File: config.mk
export PLATFORM = sky130hd
export DESIGN_NAME = k053260_rom_arb
export DESIGN_NICKNAME = d
export VERILOG_FILES = /design/src/rtl/k053260_rom_arb.sv
export SDC_FILE = /design/constraint.sdc
export NUM_CORES = 1
export LEC_CHECK = 0
export CORE_MARGIN = 10
export CORE_UTILIZATION = 48
export DETAILED_ROUTE_END_ITERATION = 6
export PLACE_DENSITY = 0.95
export SLEW_MARGIN = 20
export SYNTH_ARGS = -nofsm -noshare
export SYNTH_HDL_FRONTEND = slang
export SYNTH_SLANG_ARGS = --single-unit
File: constraint.sdc
create_clock -name CLK -period 7.3 [get_ports CLK]
set_input_delay 0.73 -clock CLK [delete_from_list [all_inputs] [get_ports CLK]]
set_output_delay 0.73 -clock CLK [all_outputs]
set_load 0.01 [all_outputs]
File: src/rtl/k053260_rom_arb.sv
// k053260_rom_arb: round-robin arbiter sharing the 8-bit sample-ROM read port
// between NCH PCM channel fetch units and the CPU readback path (index NCH).
// Ports:
//   CLK, RES           clock, synchronous active-high reset
//   REQ, ADDR_IN       per-channel level requests and addresses (ch i at [i*AW +: AW])
//   CPU_REQ, CPU_ADDR  CPU readback request and address
//   GNT, ACK           one-hot grant / data-valid pulses, bit NCH = CPU
//   CH, DOUT, DVALID   owner index, fetched byte, valid strobe
//   ROM_A, ROM_RD      ROM address and read strobe
//   ROM_D              ROM data, sampled LAT cycles after the ROM_RD cycle
//   BUSY               a fetch is in flight (READ or WAIT)
module k053260_rom_arb #(
  parameter int NCH = 4,
  parameter int AW  = 21,
  parameter int LAT = 2
) (
  input  logic             CLK,
  input  logic             RES,
  input  logic [NCH-1:0]   REQ,
  input  logic [NCH*AW-1:0] ADDR_IN,
  input  logic             CPU_REQ,
  input  logic [AW-1:0]    CPU_ADDR,
  output logic [NCH:0]     GNT,
  output logic [NCH:0]     ACK,
  output logic [2:0]       CH,
  output logic [7:0]       DOUT,
  output logic             DVALID,
  output logic [AW-1:0]    ROM_A,
  output logic             ROM_RD,
  input  logic [7:0]       ROM_D,
  output logic             BUSY
);
  localparam int CW = (LAT > 1) ? $clog2(LAT + 1) : 1;
  localparam logic [NCH:0] ONE = {{NCH{1'b0}}, 1'b1};
  // The DONE cycle is IDLE with dv_q set, so arbitration overlaps the data return.
  typedef enum logic [1:0] {IDLE, READ, WAIT} state_t;
  state_t          state_q, state_d;
  logic [2:0]      ptr_q, ptr_d, own_q, own_d, ch_q, ch_d, win;
  logic [CW-1:0]   cnt_q, cnt_d;
  logic [AW-1:0]   addr_q, addr_d;
  logic [7:0]      dout_q, dout_d;
  logic            dv_q, dv_d, found;
  logic [NCH:0]    req_m;
  logic [AW-1:0]   addr_tab [NCH+1];
  for (genvar i = 0; i < NCH; i++) begin : g_addr
    assign addr_tab[i] = ADDR_IN[i*AW +: AW];
  end
  assign addr_tab[NCH] = CPU_ADDR;
  assign ACK    = dv_q ? ONE << ch_q : '0;
  assign DVALID = dv_q;
  assign DOUT   = dout_q;
  assign CH     = ch_q;
  assign ROM_A  = addr_q;
  assign ROM_RD = state_q == READ;
  assign BUSY   = state_q != IDLE;
  // Scan from PTR upward with wrap; iterating downward leaves the nearest hit in win.
  // The requester being ACKed this cycle is masked so a held REQ cannot win twice in a row.
  always_comb begin
    req_m = {CPU_REQ, REQ} & ~ACK;
    found = 1'b0;
    win   = '0;
    for (int k = NCH; k >= 0; k--) begin
      if (req_m[(int'(ptr_q) + k) % (NCH + 1)]) begin
        found = 1'b1;
        win   = 3'((int'(ptr_q) + k) % (NCH + 1));
      end
    end
  end
  always_comb begin
    state_d = state_q;
    ptr_d   = ptr_q;
    own_d   = own_q;
    ch_d    = ch_q;
    cnt_d   = cnt_q;
    addr_d  = addr_q;
    dout_d  = dout_q;
    dv_d    = 1'b0;
    GNT     = '0;
    case (state_q)
      IDLE: if (found) begin
        GNT     = ONE << win;
        addr_d  = addr_tab[win];
        own_d   = win;
        ptr_d   = win == 3'(NCH) ? '0 : win + 3'd1;
        state_d = READ;
      end
      READ: begin
        cnt_d   = CW'(LAT - 1);
        state_d = WAIT;
      end
      WAIT: if (cnt_q == '0) begin
        dout_d  = ROM_D;
        ch_d    = own_q;
        dv_d    = 1'b1;
        state_d = IDLE;
      end else begin
        cnt_d = cnt_q - CW'(1);
      end
      default: state_d = IDLE;
    endcase
  end
  always_ff @(posedge CLK) begin
    if (RES) begin
      state_q <= IDLE;
      ptr_q   <= '0;
      own_q   <= '0;
      ch_q    <= '0;
      cnt_q   <= '0;
      addr_q  <= '0;
      dout_q  <= '0;
      dv_q    <= 1'b0;
    end else begin
      state_q <= state_d;
      ptr_q   <= ptr_d;
      own_q   <= own_d;
      ch_q    <= ch_d;
      cnt_q   <= cnt_d;
      addr_q  <= addr_d;
      dout_q  <= dout_d;
      dv_q    <= dv_d;
    end
  end
endmodule

==> results.py <==
metrics = {
    "run_status": {
        "status": "finished clean",
    },
    "detailed_routing": {
        "vias_per_cell": 6.18,
        "drt_iter0_markers": 335,
        "ant_nets": 0,
        "route.detailed.wl_per_inst_um": 20.4,
        "num_vias": 5136,
        "drtPass1Iterations": 5,
        "routed_wl_um": 16900,
        "drc_errors": 0,
    },
    "global_route": {
        "grt_pass1_wl_um": 26300,
        "grt_usage": 0.240,
        "grt-ovfl-total": 0,
        "antenna_found_initial": 0,
        "grt_pass1_vias": 5115,
        "grt_max_degree": 64,
    },
    "clock_network": {
        "root_buffer": "clkbuf_8",
        "tritoncts": "built",
        "postCtsHoldBufs": 0,
        "clkSinkCount": 43,
        "path_clk_slew_ns": 0.10,
        "clk_latency_ns": 0.31,
        "cts_setup_buffers": 0,
        "htreeDepth": 2,
        "clockBufferDepth": 2,
        "cts-resized-gates": 0,
        "numCtsBuffers": 5,
    },
    "synth": {
        "synth_area_leaders": "dfxtp_1 (19%), ha_1 (5.7%), a21oi_1 (5.4%)",
        "netlist-cell-type-count": 83,
        "synthesis.nets": 726,
        "synth-simple-area-share": 0.213,
        "ys_ff_latch": 43,
        "async_reset_ff_frac": 0,
        "synthXorXnorAreaFrac": 0.0175,
        "netlist_area_sq_um": 4430,
        "synth_top_area_cell": "dfxtp_1",
        "netlist.area_leader.share": 0.195,
        "synthMuxAreaShare": 0.0396,
        "synth_cells": 586,
        "synth_ff_type": "dfxtp_1",
        "synth_fa_ha_area_frac": 0.0588,
        "synth-edff-count": 0,
        "synth_top_family_by_area": "compound AO/OA/AOI/OAI gates",
        "ys_warn_count": 0,
        "synth_compound_area_frac": 0.401,
        "syn_avg_cell_area_sq_um": 7.55,
        "ys_seq_area_frac": 0.195,
    },
    "timing": {
        "drv_slew": 0,
        "layout_setup_ws_ns": 1.20,
        "worst_clock_skew_ns": 0.00951,
        "slew_headroom": 0.508,
        "tightest_slew_ns": 0.735,
        "hold_viol": 0,
        "fin_tns_setup_ns": 0,
        "rsz0062_at_grt": "no",
        "period_needed_ns": 6.10,
        "max_freq_ghz": 0.164,
        "finalSetupViolCount": 0,
        "period_share": 0.836,
    },
    "worst_setup_path": {
        "crit_path_max_fanout": 23,
        "reg2reg_to": "ptr_q[2]$_SDFFE_PP0P_",
        "required_ns": 6.57,
        "worstRegToRegCells": 18,
        "timing.rr.start": "ptr_q[1]$_SDFFE_PP0P_",
        "path_class": "flop to output pin",
        "cp-startpoint": "ptr_q[1]$_SDFFE_PP0P_",
        "end_kind": "output pin",
        "cp.arrival_ns": 5.37,
        "reg2reg_setup_slack_ns": 2.19,
        "start_kind": "flop",
    },
    "placed_design": {
        "placed_area_sq_um": 6090,
        "placedCellCount": 823,
        "pre_cts_slack_ns": 1.66,
        "gp_congestion": 0.901,
        "place_hpwl_um": 13100,
        "port_buffers": 164,
    },
    "pwr": {
        "powerDensity_nw_per_um2": 491,
        "power.leakage_nw": 2.39,
        "peakVddDrop_mv": 0.330,
    },
    "floorplan": {
        "io_pins": 165,
        "initial_utilization": 0.500,
        "core_area_sq_um": 8850,
        "rows": 34,
        "die_w_um": 116,
        "dieArea_sq_um": 13500,
        "die_h_um": 116,
    },
    "hold_path": {
        "min_from": "DOUT[0]$_SDFFE_PP0P_",
        "hold-path-cell-count": 2,
        "hp-class": "flop to flop",
        "holdPathEnd": "DOUT[0]$_SDFFE_PP0P_",
    },
    "cells_and_area": {
        "final_area_sq_um": 6180,
        "fin_util": 0.699,
        "layout-drive-gt1-share": 0.0761,
        "stdcell_count": 831,
        "layout.nets": 862,
        "n_antenna_cell": 0,
        "syn2layout_area_growth_pct": 39.7,
    },
    "run": {
        "cap_violations": 0,
    },
}
how the worst max path moves through the flow:
stage	depth (start not counted)	end
after global placement	18	GNT[3]
after CTS	18	GNT[3]
final	18	GNT[3]
after floorplan	18	GNT[3]
after global routing	18	GNT[3]
after detailed placement	18	GNT[3]
final cells by class:
class	count	area [sq um]
multi-input cells	472	3250
fillers	736	2670
repair buffers	177	1760
flip-flops and latches	43	861
well taps	108	135
inverters	23	86.3
clock buffers	5	68.8
clock inverters	3	23.8
worst max-delay path: stages, from the launching register on:
cell             delay [ns]
dfxtp_1                0.33
inv_2                  0.18
ha_1                   0.24
inv_1                  0.07
ha_1                   0.44
nand2b_1               0.25
ha_1                   0.31
nor2b_1                0.29
a21oi_1                0.21
o221a_2                0.28
o211ai_1               0.23
a2bb2oi_1              0.54
a311oi_4               0.23
o21a_4                 0.35
nor2_2                 0.20
and2_1                 0.16
ha_1                   0.12
and2_1                 0.11
clkdlybuf4s50_1        0.53
cell families after synthesis:
family                     after synthesis
AOI/OAI and AO/OA                      251
buffers and inverters                   71
and+or+nand+nor                        177
adders and majority gates               21
muxes                                   15
DFF                                     43
xor gates and xnor gates                 8
state kept, by name (all words and copies together), names as in the netlist:
register and cells:
ROM_A 21, DOUT 8, CH 3, own_q 3, ptr_q 3, cnt_q 2, state_q 2, DVALID 1
cell usage in the layout, fill, tap and decap left out, drive strengths merged, types with 7 or more instances in the layout:
| cell | synthesis | routed |
|---|---|---|
| a211o | 22 | 22 |
| a211oi | 11 | 11 |
| a21boi | 22 | 22 |
| a21oi | 51 | 51 |
| a31oi | 24 | 24 |
| and3 | 22 | 22 |
| buf | 24 | 13 |
| clkdlybuf4s50 | 0 | 164 |
| dfxtp | 43 | 43 |
| ha | 20 | 20 |
| inv | 23 | 24 |
| mux2i | 10 | 10 |
| nand2 | 47 | 47 |
| nand3 | 33 | 33 |
| nor2 | 26 | 26 |
| nor2b | 8 | 8 |
| nor3 | 11 | 11 |
| o211ai | 7 | 7 |
| o21ai | 53 | 53 |
| o21bai | 21 | 21 |
| xnor2 | 8 | 8 |
report_power, final:
part | total (W) | switching (W) | internal [W]
logic | 0.00251 | 0.00148 | 0.00103
clock network | 0.000163 | 0.0000949 | 0.0000686
registers | 0.000360 | 0.0000500 | 0.000310
synthesized netlist by cell type, types with 4 or more instances:
cell      number
o211ai_1       6
a31oi_1       23
and2_1         4
nand2b_1       4
a211oi_1      10
a211o_1       22
or3_1          6
ha_1          20
clkbuf_1      24
nor2_1        25
mux2i_1        9
xnor2_1        7
buf_2         18
nor2b_1        7
o21ai_1       42
o21ai_0       10
o21bai_1      21
a21boi_0      19
inv_2          5
nand2_1       45
dfxtp_1       43
a21oi_1       48
and3_1        22
nand3_1       33
nor3_1        11
inv_1         18
o21a_1         4
metrics by stage:
stage	hold slack (ns)	total power, W
6_report	0.464	0.00304
5_1_grt	0.501	0.00326
4_1_cts	0.464	0.00300
3_5_place_dp	0.451	0.00282
3_3_place_gp	0.442	0.00272
2_1_floorplan	0.432	0.00218
routing by layer:
layer	global-route usage	wire length (um)
met1	0.280	6650
met5	0	0
met2	0.410	8180
met3	0.0842	1720
met4	0.0601	381
No activity file was read; power rests on OpenSTA's default activity.
